[src/rtl/flit_arbiter.sv]
// flit_arbiter: wormhole flit arbiter. Shares one registered flit output
// among N_IN input channels. A packet wins on its head (or single) flit and
// keeps the channel until its tail flit has been accepted, so packets never
// interleave on the output.
//
// Optional feature macro: FARTHEST_FIRST_EN
//   defined   -> in IDLE the header with the largest compare field wins,
//                ties resolved by round-robin priority order.
//   undefined -> pure round-robin; the compare logic is not built.
//
// Flit-type encoding and field positions default to the shared values and
// can be overridden through parameters.
module flit_arbiter #(
    parameter int                    N_IN        = 4,
    parameter int                    FLIT_SIZE   = 32,
    parameter int                    HEADER_LEN  = 2,
    parameter logic [HEADER_LEN-1:0] HEAD_FLIT   = 2'b10,
    parameter logic [HEADER_LEN-1:0] BODY_FLIT   = 2'b00,
    parameter logic [HEADER_LEN-1:0] TAIL_FLIT   = 2'b01,
    parameter logic [HEADER_LEN-1:0] SINGLE_FLIT = 2'b11,
    parameter int                    CMP_POS     = 29,
    parameter int                    CMP_LEN     = 4,
    localparam int                   IW          = $clog2(N_IN)
) (
    input  logic                      clk,
    input  logic                      rst,
    input  logic [N_IN*FLIT_SIZE-1:0] in_flit,
    input  logic [N_IN-1:0]           in_valid,
    output logic [N_IN-1:0]           in_avail,
    output logic [FLIT_SIZE-1:0]      out,
    output logic                      out_valid,
    input  logic                      out_avail,
    output logic [IW-1:0]             lock_owner,
    output logic                      locked
);

    typedef enum logic [0:0] {
        ST_IDLE   = 1'b0,
        ST_LOCKED = 1'b1
    } state_t;

    // Channel index base+off, wrapped into 0..N_IN-1.
    function automatic logic [IW-1:0] wrap_add(input logic [IW-1:0] base,
                                               input int unsigned    off);
        int unsigned sum_v;
        sum_v = int'(base) + off;
        return IW'(sum_v % N_IN);
    endfunction

    // A header flit opens arbitration: HEAD or SINGLE.
    function automatic logic is_header(input logic [HEADER_LEN-1:0] ftype);
        return (ftype == HEAD_FLIT) || (ftype == SINGLE_FLIT);
    endfunction

    // Registered state
    state_t               state_r;
    logic [IW-1:0]        rr_r;
    logic [IW-1:0]        owner_r;
    logic                 locked_r;
    logic [FLIT_SIZE-1:0] out_r;
    logic                 out_valid_r;

    // Combinational signals
    state_t                state_nx_s;
    logic [IW-1:0]         rr_nx_s;
    logic [IW-1:0]         owner_nx_s;
    logic                  load_en_s;
    logic [FLIT_SIZE-1:0]  flit_s [N_IN];
    logic [HEADER_LEN-1:0] type_s [N_IN];
    logic [N_IN-1:0]       cand_s;
    logic                  win_found_s;
    logic [IW-1:0]         win_idx_s;
    logic [N_IN-1:0]       grant_s;
    logic                  xfer_s;
    logic [FLIT_SIZE-1:0]  sel_flit_s;
`ifdef FARTHEST_FIRST_EN
    logic [CMP_LEN-1:0]    cmp_s [N_IN];
    logic [CMP_LEN-1:0]    best_cmp_s;
`endif

    // The output register can take a new flit when empty or draining.
    assign load_en_s = ~out_valid_r | out_avail;

    // Split the input bus into per-channel flits, types and header candidates.
    always_comb begin
        for (int i = 0; i < N_IN; i++) begin
            flit_s[i] = in_flit[i*FLIT_SIZE +: FLIT_SIZE];
            type_s[i] = flit_s[i][FLIT_SIZE-1 -: HEADER_LEN];
            cand_s[i] = in_valid[i] & is_header(type_s[i]);
`ifdef FARTHEST_FIRST_EN
            cmp_s[i]  = flit_s[i][CMP_POS -: CMP_LEN];
`endif
        end
    end

    // Pick the IDLE winner by walking channels in round-robin priority order.
    always_comb begin
        win_found_s = 1'b0;
        win_idx_s   = '0;
`ifdef FARTHEST_FIRST_EN
        best_cmp_s  = '0;
`endif
        for (int k = 0; k < N_IN; k++) begin
            if (cand_s[wrap_add(rr_r, k)]) begin
`ifdef FARTHEST_FIRST_EN
                // Strictly greater keeps the earliest tied channel.
                if (!win_found_s || (cmp_s[wrap_add(rr_r, k)] > best_cmp_s)) begin
                    win_found_s = 1'b1;
                    win_idx_s   = wrap_add(rr_r, k);
                    best_cmp_s  = cmp_s[wrap_add(rr_r, k)];
                end else begin
                    win_found_s = win_found_s;
                end
`else
                if (!win_found_s) begin
                    win_found_s = 1'b1;
                    win_idx_s   = wrap_add(rr_r, k);
                end else begin
                    win_found_s = win_found_s;
                end
`endif
            end else begin
                win_found_s = win_found_s;
            end
        end
    end

    // FSM next state, grants and selected flit.
    always_comb begin
        state_nx_s = state_r;
        rr_nx_s    = rr_r;
        owner_nx_s = owner_r;
        grant_s    = '0;
        xfer_s     = 1'b0;
        sel_flit_s = '0;
        case (state_r)
            ST_IDLE: begin
                if (load_en_s && win_found_s) begin
                    grant_s[win_idx_s] = 1'b1;
                    xfer_s             = 1'b1;
                    sel_flit_s         = flit_s[win_idx_s];
                    if (type_s[win_idx_s] == HEAD_FLIT) begin
                        state_nx_s = ST_LOCKED;
                        owner_nx_s = win_idx_s;
                    end else begin
                        // Single-flit packet: arbitration moves past the winner.
                        rr_nx_s = wrap_add(win_idx_s, 1);
                    end
                end else begin
                    xfer_s = 1'b0;
                end
            end
            ST_LOCKED: begin
                // Only the owner may send; a repeated HEAD counts as body.
                grant_s[owner_r] = load_en_s;
                if (load_en_s && in_valid[owner_r]) begin
                    xfer_s     = 1'b1;
                    sel_flit_s = flit_s[owner_r];
                    if (type_s[owner_r] == TAIL_FLIT) begin
                        state_nx_s = ST_IDLE;
                        rr_nx_s    = wrap_add(owner_r, 1);
                    end else begin
                        state_nx_s = ST_LOCKED;
                    end
                end else begin
                    xfer_s = 1'b0;
                end
            end
            default: begin
                state_nx_s = ST_IDLE;
            end
        endcase
    end

    // Grants are suppressed while reset is held.
    assign in_avail = rst ? '0 : grant_s;

    // Arbitration state: FSM, round-robin pointer and packet owner.
    always_ff @(posedge clk or posedge rst) begin
        if (rst) begin
            state_r  <= ST_IDLE;
            rr_r     <= '0;
            owner_r  <= '0;
            locked_r <= 1'b0;
        end else begin
            state_r  <= state_nx_s;
            rr_r     <= rr_nx_s;
            owner_r  <= owner_nx_s;
            locked_r <= (state_nx_s == ST_LOCKED);
        end
    end

    // One-flit output stage: a load wins over a drain in the same cycle.
    always_ff @(posedge clk or posedge rst) begin
        if (rst) begin
            out_r       <= '0;
            out_valid_r <= 1'b0;
        end else if (xfer_s) begin
            out_r       <= sel_flit_s;
            out_valid_r <= 1'b1;
        end else if (out_valid_r && out_avail) begin
            out_valid_r <= 1'b0;
        end else begin
            out_valid_r <= out_valid_r;
        end
    end

    assign out        = out_r;
    assign out_valid  = out_valid_r;
    assign lock_owner = owner_r;
    assign locked     = locked_r;

endmodule

[config.mk]
export PLATFORM = sky130hd
export DESIGN_NAME = flit_arbiter
export DESIGN_NICKNAME = d
export VERILOG_FILES = /design/src/rtl/flit_arbiter.sv
export SDC_FILE = /design/constraint.sdc
export NUM_CORES = 1
export LEC_CHECK = 0
export ABC_AREA = 1
export BUFFER_PORTS_ARGS = -buffer_cell sky130_fd_sc_hd__buf_2
export CORE_MARGIN = 4
export CORE_UTILIZATION = 49
export CTS_CLUSTER_DIAMETER = 120
export DETAILED_ROUTE_END_ITERATION = 7
export GPL_ROUTABILITY_DRIVEN = 0
export HOLD_SLACK_MARGIN = 0.05
export PLACE_DENSITY = 0.86
export SLEW_MARGIN = 20
export SYNTH_ARGS = -nofsm -noshare
export SYNTH_HDL_FRONTEND = slang
export SYNTH_SLANG_ARGS = --single-unit
[constraint.sdc]
create_clock -name clk -period 3.4 [get_ports clk]
set_clock_uncertainty 0.1 [all_clocks]
set_input_delay 0.51 -clock clk [delete_from_list [all_inputs] [get_ports clk]]
set_output_delay 0.51 -clock clk [all_outputs]
set_load 0.02 [all_outputs]
======== After elaboration in Yosys (flattened, before gate mapping) ========
Index checks and enable logic that the tools add are counted.
operators by class
  add/sub/neg operators ................... 5
  bitwise operators ....................... 10
  multiplexer cells ....................... 58
  $lt $le $gt $ge ......................... 10
  reductions and logical operators ........ 12
  equality and inequality tests ........... 14
operators by type and width
  operator                                                    number
  two-way mux 32 bit                                          6
  binary-select mux 32 bit (select 2 bit)                     2
  one-hot mux 32 bit (2 select lines)                         1
  two-way mux 2 bit                                           15
  two-way mux 1 bit                                           19
  == test 2 bit, second input constant                        9
  less-than comparator 2 x 3 -> 1 bit, second input constant  6
  binary-select mux 1 bit (select 2 bit)                      5
  binary-select mux 2 bit (select 2 bit)                      2
  two-way mux 4 bit                                           2
  one-hot mux 4 bit (2 select lines)                          1
  adder 2 x 1 -> 2 bit, second input constant                 3
  >= comparator 3 bit, second input constant                  2
  NOT 2 -> 3 bit                                              2
  logical AND 1 bit                                           5
  adder 2 bit, second input constant                          2
  AND 1 bit                                                   4
  AND 4 bit                                                   1
  demux 1 bit (select 2 bit)                                  2
  >= comparator 2 x 1 -> 1 bit, second input constant         2
  logical OR 1 bit                                            4
  inequality test 2 x 1 -> 1 bit, second input constant       2
  inequality test 2 bit, second input constant                2
  one-hot mux 1 bit (2 select lines)                          2
  other kinds (7)                                             8
storage, ports and cells
  output and inout bits ................... 40
  input port bits ......................... 135
  register bits ........................... 38
  word-level logic and storage cells ...... 114

======== Longest topological paths before layout ========
  word-level depth ........................ 20
  mapped depth ............................ 19
  mapped depth without buffers ............ 19

======== Worst setup path after synthesis ========
Ideal clock, no wire load.
  path kind ............................... flip-flop to output port
  from .................................... register rr_r[0]
  to ...................................... output port in_avail[2]
  buffers on the path ..................... 2
  arrival ................................. 2329 ps
  setup slack ............................. 461 ps
  data required time ...................... 2790 ps
  stages on the path, launching flop included .. 16
  cells stage by stage .................... dfrtp_1 -> buf_6 -> nand3_2 -> nand3_2 -> nand2_4 -> inv_1 -> ha_1 -> nand3_1 -> nand3_1 -> nand3_4 -> nand2_8 -> nand2_4 -> buf_2 -> inv_1 -> nand2_1 -> a21oi_1
between the ends
  longest elaborated chain between the ends .. 16
  elaborated cells between the ends (all ways) .. 31
  classes of those cells .................. add/sub: 3; order compare: 2; mux: 24; reduce/logical: 2
RTL lines
  item                                                                                          line  RTL
  start, declared                                                                               57    logic [IW-1:0] rr_r;
  start signal, assigned                                                                        187   rr_r <= rr_nx_s;
  parallel branches: the longest is 13 deep, another holds less-than comparator 2 x 3 -> 1 bit  --
  two-way mux 4 bit (*)                                                                         138   if (load_en_s && win_found_s) begin
  one-hot mux 4 bit (2 select lines) (*)                                                        136   case (state_r)
  two-way mux 4 bit (*)                                                                         176   assign in_avail = rst ? '0 : grant_s;
  end, declared                                                                                 29    output logic [N_IN-1:0] in_avail,
Every way passes the cells marked *. The select of a mux whose other input is x is not followed.

======== Worst setup path in the final report ========
  from .................................... register rr_r[0]
  to ...................................... output port in_avail[1]
Same word-level chain as after synthesis.

==> metrics.log <==
[metrics] status: complete, no violations
[metrics] buffer depth of the longest clock path: 2
[metrics] number of synthesized register bits: 38
[metrics] GR Util met3: 0.05143
[metrics] worst-path maximum fanout: 10
[metrics] measured slew at the worst slew-check pin: 768.6 ps
[metrics] Setup crit start kind: flop
[metrics] kind of cell adding the most delay to the critical path: simple AND/OR/NAND/NOR gates
[metrics] number of CTS-inserted buffers: 5
[metrics] die area: between 9000 and 10,000 um^2
[metrics] VDD IR-drop max: 0.6631 mV
[metrics] adder and majority gate portion of the synthesized area: 0.003152
[metrics] CORE AREA: around 7800 um^2
[metrics] largest area contributor in the synthesized netlist: dfrtp_1
[metrics] Initial DRT Pass Iterations: 6
[metrics] post-layout minimum cycle time: ~3200 ps
[metrics] worst hold path class: in2async
[metrics] Final Cycle Share: 0.9478
[metrics] total power density per cell area: approximately 1300 nW/um^2
[metrics] Async SR Flop Fraction: 1.000
[metrics] Worst slew margin: 0.4857
[metrics] sort of element at the end of the critical path: primary output
[metrics] Worst-Skew Late Latency: roughly 300 ps
[metrics] vias per cell: 5.985
[metrics] critical path's slowest cell: dfrtp_2
[metrics] register area share after synthesis: 0.2395
[metrics] post-synthesis share of cell area spent on xor and xnor gates: 0.002206
[metrics] Top cell by count, worst path: nand3_1
[metrics] synthesized netlist cell count: between 500 and 600
[metrics] die width: just under 100 um
[metrics] per-instance average area after synthesis: around 6.7 um^2
[metrics] final worst-path setup slack: roughly 180 ps
[metrics] effective utilization at floorplan: 0.5085
[metrics] Area contributors post-synth: dfrtp_1, nand2_1, o22ai_1
[metrics] Cell variety after synth: 42
[metrics] Post-Syn Area: between 3000 and 4000 um^2
[metrics] Detail Placement HPWL: ~11,000 um
[metrics] synthesized netlist net count: 730
[metrics] most used flip-flop cell after synthesis: dfrtp_1
[metrics] Critical Path RT: 2790 ps
[metrics] number of enable-type register cells in the synthesized netlist: 0
[metrics] count of input and output buffers: ~170
[metrics] number of antenna diodes: 0
[metrics] residual DRC count: 0
[metrics] total number of vias: 5,165
[metrics] dominant combinational cell family by area after synthesis: simple AND/OR/NAND/NOR gates
[metrics] GR Util All Layers: 0.2929
[metrics] met2 routing resource usage after global routing: 0.4880
[metrics] area share of the largest cell type after synthesis: 0.2395
[metrics] clock tree from TritonCTS: yes
[metrics] area fraction in compound gates after synthesis: 0.1910
[metrics] final number of setup-violating endpoints: 0
[metrics] data arrival time of the critical path: around 2600 ps
[metrics] Core Rows: 32
[metrics] simple-gate share of the synthesized area: 0.4573
[metrics] clock tree root buffer cell: clkbuf_8
[metrics] Place WS: 398.4 ps
[metrics] number of H-tree levels: 2
[metrics] vias in the first global route: 4,894
[metrics] setup repair after global routing missed its margin: no
[metrics] number of primary I/O pins: 175
[metrics] net total in the final layout: between 800 and 900
[metrics] Congestion Overflow GR: 0
[metrics] total of warnings raised by yosys: 0
[metrics] Layout Area Growth over Synthesis: 26.06%
[metrics] max-cap violation count: 0
[metrics] final hold violation count: 0
[metrics] proportion of layout cells with a drive suffix above 1: 0.3522
[metrics] clock transition at the register clock pins on the worst setup and hold paths after CTS: 90 ps
[metrics] drt initial violations: 497
[metrics] Total Neg Setup Slack: 0 ps
[metrics] CP Launch Point: rr_r[0]
[metrics] die extent in y: between 90 and 100 um
[metrics] max-slew violations: 0
[metrics] Clock Sink Count: 38
[metrics] worst flop-to-flop path endpoint: out[24]
[metrics] LEAKAGE: between 2 and 3 nW
[metrics] remaining antenna violation count after routing: 0
[metrics] global routing usage on met1: 0.3756
[metrics] number of buffers added to fix hold violations after cts: 0
[metrics] depth of the most critical reg-to-reg path: 12
[metrics] ordered list of cells on the worst path: inv_2, nand3_1, nand3_2, nand2_4, inv_1, ha_1, nand3_1, nand3_1, nand3_4, nand2_8, nor2_8, nand2_1, a21oi_1, buf_2
[metrics] multiplexer fraction of the synthesized cell area: 0
[metrics] post-DR wirelength/cell: roughly 17 um
[metrics] first-pass GRT wire length: ~23,000 um
[metrics] Slowest Stage Delay on Critical Path: ~450 ps
[metrics] critical path class: reg2out
[metrics] setup slack, reg-to-reg: 660 ps
[metrics] wire length after detailed routing: ~15,000 um
[metrics] Reg2Reg Launch Point: rr_r[0]
[metrics] Max Freq: between 300 and 400 MHz
[metrics] Most Crowded Layer GR: met2
[metrics] pin count of the biggest net entering global routing: 39
[metrics] worst path buffer plus inverter count: 3
[metrics] final hold slack: between 200 and 300 ps
[metrics] initial antenna violation count: 0
## stage by stage
step	total power, W	utilization	std cells	area, um^2
detailed placement	0.005957	0.6287	855	4908
global route	0.006905	0.6410	863	5005
CTS	0.006315	0.6409	863	5004
global placement	0.005787	0.6287	855	4908
finish	0.006395	0.6410	863	5005
floorplan	0.004782	-	594	3970
## layer usage
metal  part of all wire  vias up
met4              0.033        0
met5                  0        -
met1               0.39     2385
met2               0.48      365
li1                   -     2365
met3              0.092       50
## layout by cell type (no fill, tap or decap), drive strengths merged
cell type / instances
dfrtp: 38
clkbuf: 6
inv: 60
nand3: 60
a221oi: 11
o311ai: 2
a22oi: 2
o21bai: 1
clkinvlp: 1
a21oi: 8
nand3b: 4
a22o: 1
o22ai: 51
ha: 1
nor2: 54
nand4: 27
clkinv: 2
o211ai: 5
xor2: 1
nand2: 153
o21ai: 36
buf: 190
or2: 47
## cell type report
class | count | area, um^2
inverter | 61 | 239.0
fill | 706 | 2803
tap | 102 | 127.6
clock buffer | 6 | 82.58
multi-input combinational | 464 | 2600
timing repair buffer | 190 | 991.0
sequential | 38 | 952.2
clock inverter | 2 | 12.51
## cells in the mapped netlist, types with 2 or more instances
cell	instances
o211ai_2	5
o22ai_1	51
nand4_2	4
buf_4	2
nand2_4	6
a22oi_1	2
o21ai_0	23
dfrtp_1	38
nor2_8	2
nor2_1	49
nand3_4	2
o21ai_2	3
nand2_2	5
or2_2	17
o21ai_1	10
a221oi_1	11
a21oi_1	8
nand3_1	46
inv_4	2
clkbuf_1	15
inv_1	56
nor2_2	2
nand3_2	12
or2_0	18
nand2_1	141
buf_2	7
nand3b_1	2
buf_6	7
or2_1	12
nand4_1	23
o311ai_0	2
## registers in the layout (all words and copies together), names as in the netlist
| signal | flops |
|---|---|
| lock_owner | 2 |
| locked | 1 |
| out | 32 |
| out_valid | 1 |
| rr_r | 2 |
## how the worst max path moves through the flow
stage,end,slack [ps],depth (start not counted)
2_1_floorplan,in_avail[2],460,15
3_3_place_gp,in_avail[2],510,15
3_5_place_dp,in_avail[2],400,15
4_1_cts,in_avail[2],100,15
5_1_grt,in_avail[3],20,14
6_report,in_avail[1],180,14
## tightest hold or removal path, cell delays in order
cell and delay [ps]:
buf_2 130, inv_1 50, buf_4 440
## report_power, final
group	internal [W]	total, W	switching [W]
clock network	0.000164	0.000352	0.000188
registers	0.000719	0.000903	0.000184
logic	0.00173	0.00514	0.00341
total	0.00261	0.00640	0.00378
## repair_timing
item / in CTS / in global routing
hold endpoints to repair: 0 / 0
endpoints found under the setup margin: 0 / 3
resized for setup: 0 / 2
setup buffers: 0 / 0
## logic make-up (layout without fill, tap and decap cells)
logic type	count (synthesis)	after routing
fa+ha+maj	1	1
buf+inv	92	259
simple gates	345	345
compound gates	117	117
flops	38	38
xor+xnor	1	1
(Power assumes the default switching activity.)
